### src/rtl/down_timer.sv
// down_timer: programmable down-counting timer with one-cycle borrow at terminal count
// Ports:
//   clk          system clock, all state updates on the rising edge
//   reset        synchronous active-high reset
//   load         strobe, captures load_value into reload register and count
//   load_value   value to capture on load
//   start        strobe, begins a count from the reload register (ignored in RUN)
//   en           count enable; a running timer holds while low
//   auto_reload  1 = periodic, 0 = one-shot; sampled at terminal count
//   count        current counter value
//   borrow       one-cycle pulse per consumed terminal count
//   busy         high while running
//   done         high while a one-shot has expired
module down_timer #(
    parameter int WIDTH = 8
) (
    input  logic             clk,
    input  logic             reset,
    input  logic             load,
    input  logic [WIDTH-1:0] load_value,
    input  logic             start,
    input  logic             en,
    input  logic             auto_reload,
    output logic [WIDTH-1:0] count,
    output logic             borrow,
    output logic             busy,
    output logic             done
);
    typedef enum logic [1:0] {IDLE, RUN, DONE} state_t;
    state_t state, state_n;
    logic [WIDTH-1:0] reload_reg, reload_n, count_n;
    logic borrow_n;
    logic term;
    assign busy = state == RUN;
    assign done = state == DONE;
    always_ff @(posedge clk) begin
        if (reset) begin
            state      <= IDLE;
            count      <= '0;
            reload_reg <= '0;
            borrow     <= 1'b0;
        end else begin
            state      <= state_n;
            count      <= count_n;
            reload_reg <= reload_n;
            borrow     <= borrow_n;
        end
    end
    always_comb begin
        state_n  = state;
        count_n  = count;
        reload_n = reload_reg;
        borrow_n = 1'b0;
        term     = count == '0;
        if (load) begin
            reload_n = load_value;
            count_n  = load_value;
            state_n  = IDLE;
        end else if (start && state != RUN) begin
            // a zero reload is a zero-length timer: expire immediately with a borrow
            count_n  = reload_reg;
            state_n  = reload_reg != '0 ? RUN : DONE;
            borrow_n = reload_reg == '0;
        end else if (state == RUN && en) begin
            borrow_n = term;
            count_n  = !term ? count - 1'b1 : (auto_reload ? reload_reg : count);
            state_n  = (term && !auto_reload) ? DONE : RUN;
        end
    end
endmodule

### config.mk
export PLATFORM = sky130hd
export DESIGN_NAME = down_timer
export DESIGN_NICKNAME = d
export VERILOG_FILES = /design/src/rtl/down_timer.sv
export SDC_FILE = /design/constraint.sdc
export NUM_CORES = 1
export LEC_CHECK = 0
export ABC_AREA = 1
export BUFFER_PORTS_ARGS = -buffer_cell sky130_fd_sc_hd__buf_4
export CAP_MARGIN = 20
export CORE_ASPECT_RATIO = 0.75
export CORE_MARGIN = 2
export CORE_UTILIZATION = 40
export CTS_CLUSTER_DIAMETER = 120
export DETAILED_ROUTE_END_ITERATION = 12
export PLACE_DENSITY = 0.71
export SLEW_MARGIN = 10
export SYNTH_ARGS = -nofsm -noshare
export SYNTH_HDL_FRONTEND = slang
export SYNTH_SLANG_ARGS = --single-unit
### constraint.sdc
create_clock -name clk -period 2.6 [get_ports clk]
set_input_delay 0.13 -clock clk [delete_from_list [all_inputs] [get_ports clk]]
set_output_delay 0.13 -clock clk [all_outputs]
set_load 0.1 [all_outputs]
==> results of run 1 <==
worst register-to-register path, cell delays in order (launching register included):
cell and delay [ns]:
dfxtp_1 0.36, inv_1 0.11, ha_1 0.22, nand2_1 0.13, inv_1 0.05, nand2_1 0.08, nand3_2 0.14, inv_1 0.13
o21ai_0 0.13, a21oi_2 0.16
worst paths after layout:
check / startpoint / end / cells after the start
worst min-delay path: reset / reload_reg[4] / 2
worst min register to register: reload_reg[6] / reload_reg[6] / 2
worst max register to register: count[0] / count[3] / 9
worst max-delay path: count[0] / count[3] / 9
cell usage after synthesis:
cell type	n	area, um^2
inv_2	2	7.510
a21oi_2	5	43.79
nand3_1	12	60.06
xnor2_1	1	8.760
nand2_4	1	11.26
nor2_2	6	37.54
or2_2	1	6.260
xor2_1	1	8.760
nor2_4	3	33.78
nand2_1	60	225.2
nand2_2	1	6.260
nand4_1	1	6.260
buf_12	1	20.02
nand3_2	1	10.01
o21ai_4	1	16.27
o21ai_0	3	15.01
nand3_4	2	35.03
inv_1	25	93.84
dfxtp_1	19	380.4
clkbuf_1	2	7.510
a21oi_1	14	70.07
ha_1	2	25.02
nor2_1	19	71.32
power groups by stage:
| stage | logic, mW | clock network (mW) | registers, mW |
|---|---|---|---|
| after detailed placement | 0.382 | 0 | 0.343 |
| final | 0.384 | 0.208 | 0.336 |
| after CTS | 0.384 | 0.213 | 0.336 |
| after global routing | 0.418 | 0.226 | 0.339 |
| after floorplan | 0.200 | 0 | 0.449 |
| after global placement | 0.382 | 0 | 0.342 |
stage by stage:
stage               hold WS [ns]    util  std cells  total power, mW  worst slack (ns)
finish                    0.1129  0.4996        246           0.9280             1.028
global route              0.1155  0.4996        246           0.9828            0.8410
CTS                       0.1100  0.4996        246           0.9332             1.042
detailed placement        0.3856  0.4840        242           0.7245             1.064
global placement          0.3784  0.4840        242           0.7239             1.101
floorplan                 0.2911       -        183           0.6495            0.4276
area by class of cell:
class / count / area share
Sequential cell: 19 / 0.2632
Timing Repair Buffer: 24 / 0.1247
Tap cell: 38 / 0.03290
Inverter: 27 / 0.07013
Clock buffer: 4 / 0.03117
Multi-Input combinational cell: 134 / 0.4779
routing by layer:
metal  vias to the layer above  track usage  wire, um
li1                        612            -         -
met1                       492       0.2655      1418
met3                         4      0.04626       171
met4                         0      0.04082        25
met2                        26       0.2195       989
met5                         -            0         0
cell families (layout without fill, tap and decap cells):
logic type / count (synthesis) / count (layout) / synth area share
fa+ha+maj: 2 / 2 / 0.02085
xor+xnor: 2 / 2 / 0.01460
buf+inv: 30 / 55 / 0.1074
simple gates: 107 / 107 / 0.4192
flops: 19 / 19 / 0.3170
compound gates: 23 / 23 / 0.1210
==> impl_metrics.tcl, run 1 <==
set metrics [dict create \
    syn_area_um2 1200 \
    yosysWarningCount 0 \
    htree_levels 1 \
    ir_worst_vdd_uv 404.6 \
    fp.dieH_um 51.43 \
    fp-row-count 17 \
    setup_viol 0 \
    finalHoldViolCount 0 \
    slew_headroom 0.7860 \
    p_sw_frac 0.4275 \
    io_buffers 24 \
    end_kind "flip-flop" \
    p_leak_nw 0.7219 \
    critPathKind "reg -> reg" \
    area.growth.synth_to_final_pct 20.44 \
    intPower_mw 0.5313 \
    final_cell_mix "60 x nand2_1, 25 x inv_1, 24 x buf_4" \
    cts_tree "yes" \
    antenna_left 0 \
    cts.path.max_buffers 2 \
    grt_pass1_vias 963 \
    syn_nets 199 \
    post-route-drc-count 0 \
    numCtsBuffers 3 \
    rsz0062_at_grt "no" \
    post_cts_buffers 0 \
    netlist_instances 183 \
    hpwl_um 2059 \
    wl_um 2605 \
    power_density_nw_per_um2 642.1 \
    multi_input_area_um2 690.7 \
    rrSetupSlack_ns 1.03 \
    period_share 0.6046 \
    core_um2 2893 \
    crit_path_max_incr_delay_ns 0.36 \
    path_cells "inv_1 > ha_1 > nand2_1 > inv_1 > nand2_1 > nand3_2 > inv_1 > o21ai_0 > a21oi_2" \
    dr_total_vias 1134 \
    clk_pin_slew_ns 0.07 \
    post_dp_cell_area_um2 1400 \
    postCtsHoldBufs 0 \
    grt-ovfl-total 0 \
    pwr-share-seq 0.362 \
    worst-slew-pin-transition_ns 0.3198 \
    antenna_found_initial 0 \
    die_w_um 67.24 \
    wire_per_inst_um 10.59 \
    crit_required_ns 2.79 \
    initial_core_util 0.4148 \
    worst_path_max_delay_cell "dfxtp_1" \
    cts.sinks 19 \
    max_cap_violations 0 \
    layout_commonest_cell "nand2_1" \
    avgSynthCellArea_um2 6.557 \
    die-area_um2 3458 \
    cp_top_family "flip-flops" \
    critical_path_arrival_ns 1.77 \
    synth_seq_cells 19 \
    grt_use_total 0.1687 \
    power.net_switching_mw 0.3967 \
    cts-root-buf "clkbuf_8" \
    grt_max_degree 14 \
    viasPerCell 4.610 \
    gp_congestion 0.8407 \
    drv_slew 0 \
    io-pin-count 25 \
    cp_common_cell "inv_1" \
    post-route-min-period_ns 1.572 \
    hold_class "in -> reg" \
    yosysSeqAreaShare 0.3170 \
    power_frac_comb 0.413 \
    clock_power_share 0.225 \
    tns_ns 0 \
    area.sequential_um2 380.4 \
    stdcell_area_um2 1445 \
    cts_resized 0 \
    fmax_mhz 636.1 \
    drive_gt1_frac 0.2404 \
    diodes 0 \
    first_iter_violations 54 \
    n_fill_cell 326 \
    status "completed" \
    grt_pass1_wl_um 4340 \
    synth.distinct_cells 23 \
    drtPass1Iterations 4 \
    clock_skew_ns 0.001088 \
    crit_path_start_kind "flip-flop" \
    insertion_delay_ns 0.26 \
    nNetsFinal 225 \
    crit_buf_inv 3 \
    path_max_fanout 7 \
]
Power figures use the tool's default switching activity.
==> run 2, diff against run 1 <==
Clock period 2.6 ns to 1.6 ns, I/O delays scaled along.
==> run 2 against run 1 <==
  * Non-clock buffer count up 3
  * Routed wire length down 0.50%
  * Largest power group unchanged
  * Final area up 4.1%
  * Clock skew up 0.0023 ns
==> impl_metrics.tcl, run 2 (synthesis gave the netlist of run 1 again) <==
set metrics [dict create \
    rr_endpoint "count[3]" \
    rsz0062_at_grt "no" \
    r2r-start "count[0]" \
    cts_resized 0 \
    critPathKind "reg -> reg" \
    p_leak_nw 0.7447 \
    worst-slew-pin-transition_ns 0.3014 \
    area.growth.synth_to_final_pct 25.34 \
    crit_buf_inv 3 \
    tns_ns 0 \
    status "completed" \
    fp.dieH_um 51.43 \
    rrSetupSlack_ns 0.12 \
    grt_use_total 0.1678 \
    crit_path_max_incr_delay_ns 0.35 \
    gp_congestion 0.8389 \
    final-instance-count-excl-fill 249 \
    period_share 0.9228 \
    initial_core_util 0.4148 \
    io_buffers 24 \
    drtPass1Iterations 4 \
    clock_skew_ns 0.003355 \
    wire_per_inst_um 10.41 \
    hold_class "in -> reg" \
    power.net_switching_mw 0.6574 \
    cts-root-buf "clkbuf_8" \
    cp.depth 9 \
    cts_tree "yes" \
    die-area_um2 3458 \
    clk_pin_slew_ns 0.07 \
    path_cells "inv_1 > ha_1 > nand2_1 > inv_1 > nand2_1 > nand3_2 > inv_1 > o21ai_0 > a21oi_2" \
    crit_path_start_kind "flip-flop" \
    holdWs_ns 0.05839 \
    hpwl_um 2066 \
    htree_levels 1 \
    grt_pass1_vias 935 \
    worst_path_max_delay_cell "dfxtp_4" \
    drv_slew 0 \
    fp-row-count 17 \
    critPathCapture "count[3]" \
    diodes 0 \
    grt-ovfl-total 0 \
    power_density_nw_per_um2 1022 \
    post_cts_buffers 0 \
    clock_power_share 0.222 \
    finalHoldViolCount 0 \
    crit_start "count[0]" \
    insertion_delay_ns 0.26 \
    viasPerCell 4.578 \
    core_um2 2893 \
    path_max_fanout 7 \
    antenna_found_initial 0 \
    nNetsFinal 228 \
    end_kind "flip-flop" \
    postCtsHoldBufs 0 \
    ff2ff_path_depth 9 \
    cts.sinks 19 \
    max_cap_violations 0 \
    io-pin-count 25 \
    fmax_mhz 677.3 \
    drive_gt1_frac 0.3081 \
    grt_pass1_wl_um 4305 \
    cp_common_cell "inv_1" \
    post-place-cells 245 \
    final_cell_mix "59 x nand2_1, 27 x buf_4, 25 x inv_1" \
    intPower_mw 0.8797 \
    numCtsBuffers 3 \
    dr_total_vias 1140 \
    setup_viol 0 \
    post-route-min-period_ns 1.476 \
    pwr-share-seq 0.358 \
    p_sw_frac 0.4277 \
    power_frac_comb 0.419 \
    ir_worst_vdd_uv 560.6 \
    post-route-drc-count 0 \
    critical_path_arrival_ns 1.67 \
    layout_commonest_cell "nand2_1" \
    grt_max_degree 14 \
    crit_required_ns 1.80 \
    first_iter_violations 104 \
    cts.path.max_buffers 2 \
    slew_headroom 0.7983 \
    die_w_um 67.24 \
    cp_top_family "simple AND/OR/NAND/NOR gates" \
    antenna_left 0 \
    wl_um 2592 \
]
## run 2: worst register-to-register path, cell delays in order (launching register included)
cell and delay (ns):
dfxtp_4 0.35, inv_1 0.05, ha_1 0.20, nand2_1 0.14, inv_1 0.06, nand2_1 0.09, nand3_2 0.13, inv_1 0.13
o21ai_0 0.13, a21oi_2 0.15
## run 2: worst min-delay path by stage
stage | from | end | slack [ns] | depth (start not counted)
floorplan | en | borrow | 0.24 | 2
global placement | reset | reload_reg[2] | 0.33 | 2
detailed placement | reset | reload_reg[2] | 0.33 | 2
CTS | reset | reload_reg[3] | 0.05 | 2
global route | reset | reload_reg[3] | 0.05 | 2
finish | reset | reload_reg[3] | 0.06 | 2
## run 2: per-stage QoR
stage                     setup WS [ns]    util  power [mW]  area (um^2)
after floorplan                -0.06797       -       1.065         1226
after global placement           0.1365  0.5009       1.201         1449
after detailed placement         0.1222  0.5009       1.202         1449
after CTS                        0.1072  0.5169       1.549         1495
after global routing            0.03357  0.5199       1.632         1504
final                            0.1236  0.5199       1.537         1504
## run 2: power groups by stage
stage / logic, mW / clock network (mW) / registers [mW]
after global routing: 0.696 / 0.380 / 0.556
after floorplan: 0.328 / 0 / 0.737
after detailed placement: 0.640 / 0 / 0.562
after CTS: 0.642 / 0.356 / 0.551
after global placement: 0.640 / 0 / 0.561
final: 0.645 / 0.341 / 0.551
## run 2: routing by layer
layer | global-route usage | vias up | wire length, um
li1 | - | 622 | -
met1 | 0.2591 | 469 | 1288
met2 | 0.2162 | 44 | 1063
met3 | 0.05507 | 5 | 204
met4 | 0.04422 | 0 | 34
met5 | 0 | - | 0
## run 2: layout make-up
| type | instances | area [um^2] |
|---|---|---|
| Inverter | 27 | 101.3 |
| Clock buffer | 3 | 41.29 |
| Multi-Input combinational cell | 134 | 709.4 |
| Tap cell | 38 | 47.55 |
| Fill cell | 308 | 1389 |
| Timing Repair Buffer | 27 | 202.7 |
| Sequential cell | 19 | 396.6 |
| Clock inverter | 1 | 5.005 |
==> run 3, diff against run 2 <==
Settings changed: REMOVE_ABC_BUFFERS set to 1.
==> run 3 against run 2 <==
  * Global-route usage grew 0.077 points
  * Routed wire length grew 3.4%
  * Register-to-register slack better by 0.02 ns
  * Clock skew is 0.00060 ns lower
  * Final area shrank 0.42%
  * Worst setup slack improved by 0.018 ns
  * Clock power increased by 3%
  * First-iteration DRC count is 66% lower
  * Critical path type unchanged
  * Power grew 0.79%
  * Utilization down 0.22 points
  * Largest cell class unchanged
==> impl_metrics.tcl, run 3 (synthesis gave the netlist of run 1 again) <==
set metrics [dict create \
    status "completed" \
    stdcell_area_um2 1498 \
    postCtsHoldBufs 0 \
    cts.path.max_buffers 2 \
    grt_max_degree 14 \
    initial_core_util 0.4148 \
    p_leak_nw 0.7426 \
    post-route-drc-count 0 \
    critical_path_arrival_ns 1.66 \
    diodes 0 \
    final_cell_mix "59 x nand2_1, 28 x buf_4, 25 x inv_1" \
    grt_pass1_vias 956 \
    hold_class "in -> reg" \
    wire_per_inst_um 10.72 \
    power_mw 1.549 \
    fmax_mhz 685.5 \
    path_cells "inv_1 > ha_1 > nand2_2 > inv_1 > nand2_1 > nand3_4 > inv_1 > o21ai_0 > a21oi_2" \
    power_density_nw_per_um2 1034 \
    post_dp_cell_area_um2 1423 \
    rsz0062_at_grt "no" \
    layout_commonest_cell "nand2_1" \
    die_w_um 67.24 \
    wl_um 2681 \
    rrSetupSlack_ns 0.14 \
    clk_pin_slew_ns 0.08 \
    dr_total_vias 1131 \
    grt_pass1_wl_um 4367 \
    die-area_um2 3458 \
    hpwl_um 2125 \
    viasPerCell 4.524 \
    nNetsFinal 229 \
    drive_gt1_frac 0.2642 \
    path_max_fanout 7 \
    gp_congestion 0.8620 \
    grt_use_total 0.1686 \
    crit_path_start_kind "flip-flop" \
    io-pin-count 25 \
    ir_worst_vdd_uv 460.2 \
    n_fill_cell 324 \
    antenna_left 0 \
    numCtsBuffers 3 \
    period_share 0.9117 \
    io_buffers 24 \
    worst-slew-pin-transition_ns 0.3112 \
    antenna_found_initial 0 \
    crit_path_max_incr_delay_ns 0.35 \
    end_kind "flip-flop" \
    setup_viol 0 \
    worst_path_max_delay_cell "dfxtp_1" \
    finalHoldViolCount 0 \
    core_um2 2893 \
    cp_common_cell "inv_1" \
    fp.dieH_um 51.43 \
    htree_levels 1 \
    holdWs_ns 0.06367 \
    insertion_delay_ns 0.26 \
    drv_slew 0 \
    cts_tree "yes" \
    cts-root-buf "clkbuf_8" \
    drtPass1Iterations 5 \
    critPathKind "reg -> reg" \
    grt-ovfl-total 0 \
    crit_required_ns 1.80 \
    max_cap_violations 0 \
    fp-row-count 17 \
    first_iter_violations 35 \
    cts.sinks 19 \
    slew_headroom 0.7923 \
    clock_skew_ns 0.002751 \
    post-route-min-period_ns 1.459 \
    area.growth.synth_to_final_pct 24.82 \
]
-- run 3: changes by cell type in the layout (fill, tap and decap cells not counted) --
cell and change:
dfxtp_2 -7, nand3_2 -1, dfxtp_1 +9, nor2_4 -1, nor2_1 +1, buf_4 +1
dfxtp_4 -2, clkinv_2 -1, clkinvlp_4 +1, nand3_4 +1
-- run 3: per-stage QoR --
step           utilization  cells  setup WS [ns]  setup TNS, ns
2_1_floorplan            -    180        -0.5478         -5.297
4_1_cts             0.5087    249        0.07722              0
6_report            0.5177    250         0.1413              0
3_3_place_gp        0.4918    245         0.1286              0
3_5_place_dp        0.4918    245        0.09127              0
5_1_grt             0.5177    250       0.002505              0
-- run 3: worst paths after layout --
path / start / end / depth (start not counted)
worst min register to register: reload_reg[5] / reload_reg[5] / 2
worst min-delay path: reset / reload_reg[6] / 2
worst max-delay path: count[0] / count[3] / 9
worst max register to register: count[0] / count[3] / 9
-- run 3: timing repair --
action	CTS	global route
gates resized for setup	0	3
buffers inserted	0	1
endpoints found under the setup margin	0	8
-- run 3: area by class of cell --
class	instances	area (um^2)	area share
clock inverter	1	7.507	0.005013
timing repair buffer	28	210.2	0.1404
sequential	19	380.4	0.2540
inverter	27	101.3	0.06767
clock buffer	3	41.29	0.02757
multi-input combinational	134	709.4	0.4737
tap	38	47.55	0.03175
-- run 3: worst max-delay path, delay by kind of cell, from the launching register on --
kind,cells,cell delay [ns]
compound gates,2,0.24
fa+ha+maj,1,0.22
buf+inv,3,0.26
flops,1,0.35
simple gates,3,0.34
-- run 3: report_power, final --
group | switching, mW | total (mW) | internal, mW
Combinational | 0.458 | 0.652 | 0.193
Clock | 0.176 | 0.352 | 0.176
Sequential | 0.0343 | 0.546 | 0.512
Total | 0.668 | 1.55 | 0.881
-- run 3: metal layers --
layer  up-vias  GRT usage  share of wire
met5         -          0              0
met4         0    0.02041         0.0067
met3         2    0.05286          0.043
met2        24     0.2409           0.42
met1       481     0.2517           0.53
li1        624          -              -
